File: config.mk
export PLATFORM = sky130hd
export DESIGN_NAME = icache_refill_ctrl
export DESIGN_NICKNAME = d
export VERILOG_FILES = /design/src/rtl/cache_pkg.sv /design/src/rtl/icache_refill_ctrl_victim_sel.sv /design/src/rtl/icache_refill_ctrl.sv
export SDC_FILE = /design/constraint.sdc
export NUM_CORES = 1
export LEC_CHECK = 0
export ABC_CLOCK_PERIOD_IN_PS = 4360
export CAP_MARGIN = 20
export CORE_AREA = 2 2 75 77
export DETAILED_ROUTE_END_ITERATION = 6
export DIE_AREA = 0 0 77 79
export PLACE_DENSITY = 0.91
export SLEW_MARGIN = 20
export SYNTH_ARGS = -nofsm -noshare
export SYNTH_HDL_FRONTEND = slang
export SYNTH_SLANG_ARGS = --single-unit
File: constraint.sdc
create_clock -name clk -period 4.36 [get_ports clk]
set_clock_uncertainty 0.2 [all_clocks]
set_input_delay 0.654 -clock clk [delete_from_list [all_inputs] [get_ports clk]]
set_output_delay 0.654 -clock clk [all_outputs]
set_load 0.03 [all_outputs]
File: src/rtl/cache_pkg.sv
// cache_pkg: shared geometry and controller state encoding
// for the instruction-cache refill path.
package cache_pkg;

  localparam int TAG_W   = 8;
  localparam int INDEX_W = 3;
  localparam int OFF_W   = 2;
  localparam int WAYS    = 4;
  localparam int DATA_W  = 32;
  localparam int ADDR_W  = TAG_W + INDEX_W + OFF_W;
  localparam int WAY_W   = $clog2(WAYS);

  typedef enum logic [2:0] {
    S_IDLE,
    S_LOOKUP,
    S_INVAL,
    S_REFILL,
    S_COMMIT,
    S_RESP
  } state_e;

endpackage

File: src/rtl/icache_refill_ctrl_victim_sel.sv
// victim_sel: per-set round-robin pointers and the
// replacement choice for a missing line.
module victim_sel #(
  parameter int WAYS    = 4,
  parameter int INDEX_W = 3
) (
  input  logic                    clk,
  input  logic                    reset,
  input  logic [WAYS-1:0]         way_valid,
  input  logic [INDEX_W-1:0]      index,
  input  logic                    advance,
  output logic [$clog2(WAYS)-1:0] victim
);

  localparam int WAY_W = $clog2(WAYS);
  localparam int SETS  = 2 ** INDEX_W;

  logic [WAY_W-1:0] r_ptr [SETS];
  logic [WAY_W-1:0] w_free;
  logic             w_all_valid;

  assign w_all_valid = &way_valid;

  // lowest-numbered invalid way, preferred over eviction
  always_comb begin
    w_free = '0;
    for (int i = WAYS - 1; i >= 0; i--) begin
      if (!way_valid[i]) w_free = WAY_W'(i);
    end
  end

  assign victim = w_all_valid ? r_ptr[index] : w_free;

  // pointer moves only when a valid line is evicted
  always_ff @(posedge clk or posedge reset) begin
    if (reset) begin
      for (int s = 0; s < SETS; s++) r_ptr[s] <= '0;
    end else if (advance && w_all_valid) begin
      r_ptr[index] <= r_ptr[index] + 1'b1;
    end
  end

endmodule

File: src/rtl/icache_refill_ctrl.sv
// icache_refill_ctrl: tag lookup, victim choice and
// word-by-word block refill for the instruction cache.
module icache_refill_ctrl #(
  parameter int TAG_W   = cache_pkg::TAG_W,
  parameter int INDEX_W = cache_pkg::INDEX_W,
  parameter int OFF_W   = cache_pkg::OFF_W,
  parameter int WAYS    = cache_pkg::WAYS,
  parameter int DATA_W  = cache_pkg::DATA_W
) (
  input  logic                           clk,
  input  logic                           reset,
  input  logic                           req_valid,
  input  logic [TAG_W+INDEX_W+OFF_W-1:0] req_addr,
  output logic                           req_ready,
  output logic [INDEX_W-1:0]             lookup_index,
  input  logic [WAYS-1:0]                way_valid,
  input  logic [WAYS-1:0]                way_tag_eq,
  output logic                           resp_valid,
  output logic                           resp_hit,
  output logic [$clog2(WAYS)-1:0]        resp_way,
  output logic                           mem_req,
  output logic [TAG_W+INDEX_W+OFF_W-1:0] mem_addr,
  input  logic                           mem_ack,
  input  logic [DATA_W-1:0]              mem_data,
  output logic                           memWrite,
  output logic [INDEX_W-1:0]             wr_index,
  output logic [WAYS-1:0]                wr_way,
  output logic [OFF_W-1:0]               wr_word,
  output logic [DATA_W-1:0]              wr_data,
  output logic                           valid_we,
  output logic                           valid_d
);

  import cache_pkg::state_e;
  import cache_pkg::S_IDLE;
  import cache_pkg::S_LOOKUP;
  import cache_pkg::S_INVAL;
  import cache_pkg::S_REFILL;
  import cache_pkg::S_COMMIT;
  import cache_pkg::S_RESP;

  localparam int AW = TAG_W + INDEX_W + OFF_W;
  localparam int WW = $clog2(WAYS);

  state_e             r_state;
  logic [TAG_W-1:0]   r_tag;
  logic [INDEX_W-1:0] r_index;
  logic [WW-1:0]      r_way;
  logic               r_hit;
  logic [OFF_W-1:0]   r_cnt;

  logic [WAYS-1:0]    w_hit_vec;
  logic               w_any_hit;
  logic [WW-1:0]      w_hit_way;
  logic [WW-1:0]      w_victim;
  logic               w_advance;
  logic               w_unused_off;

  assign w_unused_off = ^req_addr[OFF_W-1:0];

  assign w_hit_vec = way_valid & way_tag_eq;
  assign w_any_hit = |w_hit_vec;
  assign w_advance = (r_state == S_LOOKUP) && !w_any_hit;

  // lowest hitting way wins if several match
  always_comb begin
    w_hit_way = '0;
    for (int i = WAYS - 1; i >= 0; i--) begin
      if (w_hit_vec[i]) w_hit_way = WW'(i);
    end
  end

  victim_sel #(
    .WAYS    (WAYS),
    .INDEX_W (INDEX_W)
  ) u_victim (
    .clk       (clk),
    .reset     (reset),
    .way_valid (way_valid),
    .index     (r_index),
    .advance   (w_advance),
    .victim    (w_victim)
  );

  // request sequencing: lookup, invalidate, refill, commit
  always_ff @(posedge clk or posedge reset) begin
    if (reset) begin
      r_state <= S_IDLE;
      r_tag   <= '0;
      r_index <= '0;
      r_way   <= '0;
      r_hit   <= 1'b0;
      r_cnt   <= '0;
    end else begin
      unique case (r_state)
        S_IDLE: begin
          if (req_valid) begin
            r_tag   <= req_addr[AW-1 -: TAG_W];
            r_index <= req_addr[OFF_W +: INDEX_W];
            r_state <= S_LOOKUP;
          end
        end
        S_LOOKUP: begin
          r_cnt <= '0;
          r_hit <= w_any_hit;
          if (w_any_hit) begin
            r_way   <= w_hit_way;
            r_state <= S_RESP;
          end else begin
            r_way   <= w_victim;
            r_state <= S_INVAL;
          end
        end
        S_INVAL: r_state <= S_REFILL;
        S_REFILL: begin
          if (mem_ack) begin
            r_cnt <= r_cnt + 1'b1;
            if (&r_cnt) r_state <= S_COMMIT;
          end
        end
        S_COMMIT: r_state <= S_RESP;
        S_RESP:   r_state <= S_IDLE;
        default:  r_state <= S_IDLE;
      endcase
    end
  end

  assign req_ready    = (r_state == S_IDLE);
  assign lookup_index = r_index;
  assign resp_valid   = (r_state == S_RESP);
  assign resp_hit     = r_hit;
  assign resp_way     = r_way;
  assign mem_req      = (r_state == S_REFILL);
  assign mem_addr     = {r_tag, r_index, {OFF_W{1'b0}}};
  assign memWrite     = (r_state == S_REFILL) && mem_ack;
  assign wr_index     = r_index;
  assign wr_way       = WAYS'(1) << r_way;
  assign wr_word      = r_cnt;
  assign wr_data      = mem_data;
  assign valid_we     = (r_state == S_INVAL) ||
                        (r_state == S_COMMIT);
  assign valid_d      = (r_state == S_COMMIT);

endmodule

After elaboration in Yosys (flattened, before gate mapping)
Index checks and enable logic that the tools add are counted.
{ "op_classes": {"addsub": 2, "order_cmp": 2, "eq_ne": 8, "shift": 1, "mux": 23, "bitwise_logic": 2, "reduce_logical": 14} }
{ "op_table": {"columns": ["operator", "count"], "rows": [
  ["two-way mux 2 bit", 14],
  ["bitwise mux 16 bit", 1],
  ["one-hot mux 3 bit (5 select lines)", 1],
  ["two-way mux 3 bit", 4],
  ["binary-select mux 2 bit (select 3 bit)", 1],
  ["demux 2 bit (select 3 bit)", 1],
  ["equality test 3 x 2 -> 1 bit (second input constant)", 2],
  ["equality test 3 bit (second input constant)", 2],
  ["AND reduction 2 bit", 3],
  ["adder 2 x 1 -> 2 bit (second input constant)", 2],
  ["AND 4 bit", 1],
  ["greater-or-equal comparator 4 bit (second input constant)", 1],
  ["logical AND 1 bit", 4],
  ["less-than comparator 4 x 1 -> 1 bit (second input constant)", 1],
  ["!= test 2 x 1 -> 1 bit (second input constant)", 2],
  ["inverter 3 -> 4 bit", 1],
  ["one-hot mux 2 bit (2 select lines)", 1],
  ["AND reduction 4 bit", 1],
  ["OR reduction 4 bit", 1],
  ["left shift 1 x 2 -> 4 bit (first input constant)", 1],
  ["equality test 3 x 1 -> 1 bit (second input constant)", 1],
  ["zero test 3 bit", 1],
  ["AND reduction 3 bit", 1],
  ["!= test 2 bit (second input constant)", 1],
  ["3 further kinds", 3]
]} }
{ "word_totals": {"register_bits": 35, "out_inout_bits": 66, "elab_cells": 66} }

Depth between registers and ports, before layout
{ "logic_depth": {"depth_word": 6, "mapped_depth": 6} }

By module
From an unflattened synthesis, not the netlist that was laid out.
{ "unflattened": {"hier_cells": 210, "hier_area_um2": 2160.8} }
{ "modules_own_cells": {"columns": ["module", "n_inst", "cells_each", "area_per_inst_um2"], "rows": [
  ["icache_refill_ctrl", 1, 127, 1242.4],
  ["victim_sel", 1, 83, 918.4]
]} }

Least setup slack after synthesis
Ideal clock, no wire load.
{ "synth_path": {"path_kind": "flip-flop to flip-flop", "start": "register r_state[2]", "end": "register r_index[1] (netlist: lookup_index[1])", "setup_time_ns": 0.125, "arrival_time_ns": 2.042, "slack_ns": 1.993, "path_stages_with_launch": 6, "n_path_buf": 2, "period_less_slack_ns": 2.367, "path_cell_list": "dfrtp_1 > buf_6 > nor3_1 > and2_1 > buf_2 > mux2_2"} }
{ "synth_between": {"elab_chain_cells": 2} }
{ "synth_rtl": {"columns": ["element", "line", "source"], "rows": [
  ["from (decl)", "icache_refill_ctrl.sv:45", "state_e r_state;"],
  ["from (signal assigned)", "icache_refill_ctrl.sv:88", "r_state <= S_IDLE;"],
  ["from (signal assigned)", "icache_refill_ctrl.sv:100", "r_state <= S_LOOKUP;"],
  ["from (signal assigned)", "icache_refill_ctrl.sv:108", "r_state <= S_RESP;"],
  ["zero test 3 bit", null, null],
  ["via req_ready", "icache_refill_ctrl.sv:14", "output logic req_ready,"],
  ["AND reduction 2 bit (no line)", null, null],
  ["to (signal assigned)", "icache_refill_ctrl.sv:99", "r_index <= req_addr[OFF_W +: INDEX_W];"],
  ["to (decl)", "icache_refill_ctrl.sv:47", "logic [INDEX_W-1:0] r_index;"]
]} }
The timed path passes the listed nets, and every way through them passes these cells.
A chain may end at the register's enable or synchronous reset.

Worst setup path in the final report
{ "layout_path": {"start": "input port mem_ack", "end": "output port memWrite"} }
{ "layout_between": {"elab_chain_cells": 1} }
{ "layout_rtl": {"columns": ["element", "line", "source"], "rows": [
  ["from (decl)", "icache_refill_ctrl.sv:23", "input logic mem_ack,"],
  ["logical AND 1 bit", "icache_refill_ctrl.sv:135", "assign memWrite = (r_state == S_REFILL) && mem_ack;"],
  ["to (decl)", "icache_refill_ctrl.sv:25", "output logic memWrite,"]
]} }
No other way between the ends.

==> results.md <==
- Filler Cells Inserted: 516
- CP most frequent cell: clkdlybuf4s50_1
- Worst EP required: 3.51 ns
- DRT Wirelength: 3.811 mm
- Register Area: 875.8 sq um
- PortBufs: 54
- Kind of critical path: in -> out
- Flops & latches, synth: 35
- Critical path, cell by cell: clkdlybuf4s50_1, and2_1, clkdlybuf4s50_1
- Area of the multi-input gates: 887.1 sq um
- Delay-heaviest family, CP: buffers and inverters
- Vias in the first global route: 1423
- Initial antenna violation count: 0
- Ant. Diodes: 0
- Pins Over Slew Limit: 0
- Sink Count: 35
- Hpwl dp: 2.789 mm
- Rel. slew slack: 0.5408
- Number of buffers created by CTS: 5
- Post-DR wirelength/cell: 13.81 um
- VDD IR-drop max: 0.4181 mV
- CP Launch Type: primary input
- TritonCTS clock tree: built
- Mapped Area: 2118 sq um
- Worst hold path class: reg -> reg
- Ys Warns: 0
- Pin count of the biggest net entering global routing: 36
- Iteration-0 DRC Markers: 20
- Leak: 1.060 nW
- Status: complete, no violations
- Reg2Reg Setup Slack: 1.69 ns
- Via/cell ratio: 5.138
- Primary FF master, synth: dfrtp_1
- FF-to-FF Start: r_state[0]
- Leading area contributor after synthesis: dfrtp_1
- FMAX: 346.8 MHz
- Top-Level Pins: 123
- Rows: 27
- Hold violation total from the final report: 0
- Layout cells sized above 1: 0.1863
- Worst Min Path Start: u_victim.r_ptr[7]
- Die footprint: 6083 sq um
- Synth top area cells: dfrtp_1 41%, buf_4 14%, mux2_2 9.0%
- Post-synth EDFFs: 0
- Hold endpoint: u_victim.r_ptr[7]
- Sequential fraction of the synthesis area: 0.4135
- Worst reg2reg endpoint: u_victim.r_ptr[9]
- Crit share post-route: 0.6613
- Largest stage delay on the critical path: 0.67 ns
- Critical Path Sink Type: primary output
- CP arrival: 2.03 ns
- Final Non-Filler Cells: 276
- Mapped Cells: 188
- Later-pin clock latency in the skew report: 0.28 ns
- Gr usage total: 0.1282
- Reg clk slew, reported paths: 0.07 ns
- Drc violations: 0
- Post-CTS Resized: 0
- Core area: 5338 sq um
- Asr flop ratio synth: 1.000
- Via Count: 1418
- Layout Nets: 261
- Maximum capacitance violations: 0
- Pwr Density: 661.3 nW/um^2
- Worst-path maximum fanout: 5
- R2R depth: 4
- Number of detailed-route iterations in the first pass: 4
- RSZ-0062 raised after global routing: no
- Global-route wire length before repair: 6.334 mm
- Number of post-CTS setup repair buffers: 0
- H-tree levels: 2
- Chip Width: 77 um
- ANT nets after route: 0
- CTS max path bufs: 2
- Initial Util: 0.3969
- Root Buffer: clkbuf_8
- Die Y: 79 um
- Routability cong.: 0.7315
- WP buf/inv: 2
- Post-synth cell types: 45
- Core Util, Final: 0.4686
- Layout area overhead: 18.07%
- WHS Path Cells: 1
- Final setup fails: 0
- Hold WS: 0.2879 ns
- CP max-delay cell: clkdlybuf4s50_1
- PnR Total Power: 1.654 mW
- Mapped Avg Cell Area: 11.27 sq um
- Synth top area share: 0.4135
- Final TNS setup: 0 ns
- Hold buffers post-CTS: 0
- Final Critical Period: 2.883 ns
- Grt ovf: 0
- Slew @ Worst Pin: 0.6858 ns
- Placed cell count: 268
report_power, final:
| group | switching, mW | internal, mW | leakage, nW |
|---|---|---|---|
| Sequential | 0.128 | 0.417 | 0.453 |
| Clock | 0.120 | 0.111 | 0.0402 |
| Combinational | 0.474 | 0.404 | 0.567 |
cell usage in the layout (no fill, tap or decap), drive strengths merged, types with 2 or more instances in the layout:
cell type,netlist,layout
clkdlybuf4s50,0,54
dfrtp,35,35
mux2,27,27
nand2,10,10
nor2b,6,6
clkbuf,4,5
nand3,4,4
mux4,4,4
nor4,4,4
inv,3,3
o21ai,3,3
nor3,3,3
and2,3,3
a21oi,3,3
nor2,3,3
nand4,3,3
and4,2,2
a22oi,2,2
a211o,2,2
or4,2,2
conb,1,2
clkinvlp,0,2
mux2i,2,2
nor3b,2,2
layer usage:
metal / global-route usage / part of all wire
met1: 0.1426 / 0.40
met3: 0.03750 / 0.058
met4: 0.06071 / 0.021
met2: 0.2263 / 0.52
met5: 0 / 0
synthesized netlist by cell type, drive strengths merged, types with 2 or more instances:
cell type,count
inv,3
mux2,27
a22oi,2
a211o,2
a21oi,3
nor2b,6
mux4,4
nand2,10
nor3b,2
nand3,4
and4,2
nand4,3
buf,44
nor2,3
mux2i,2
nor4,4
and2,3
dfrtp,35
o21ai,3
nor3,3
or4,2
clkbuf,4
cell type report:
type / instances / share of cell area
clock buffer: 5 / 0.02751
timing repair buffer: 55 / 0.2191
inverter: 3 / 0.004502
sequential: 35 / 0.3502
multi-input combinational: 103 / 0.3547
clock inverter: 3 / 0.008004
tap: 72 / 0.03602
logic make-up after synthesis:
group | Yosys count | share of synthesized area
other cells | 1 | 0.001770
fa+ha+maj | 1 | 0.005906
flops | 35 | 0.4135
mux | 33 | 0.2014
xor+xnor | 2 | 0.01182
buf+inv | 51 | 0.1695
simple gates | 47 | 0.1347
compound gates | 18 | 0.06143
registers in the layout, indices dropped and copies added (netlist names):
| name | flops |
|---|---|
| lookup_index | 3 |
| wr_word | 2 |
| u_victim.r_ptr | 16 |
| resp_way | 2 |
| r_state | 3 |
| r_tag | 8 |
| resp_hit | 1 |
worst max path at each step:
stage	startpoint	endpoint	cells past startpoint
global route	mem_ack	memWrite	3
detailed placement	way_valid[2]	u_victim.r_ptr[9]	5
finish	mem_ack	memWrite	3
floorplan	r_state[2]	lookup_index[1]	5
global placement	way_valid[2]	u_victim.r_ptr[13]	5
CTS	mem_ack	memWrite	3
metrics by stage:
step	setup WS, ns	instance area [sq um]
after floorplan	1.994	2122
after global placement	1.392	2412
after detailed placement	1.348	2412
after CTS	1.475	2501
after global routing	1.419	2501
final	1.477	2501
Power figures use the tool's default switching activity.
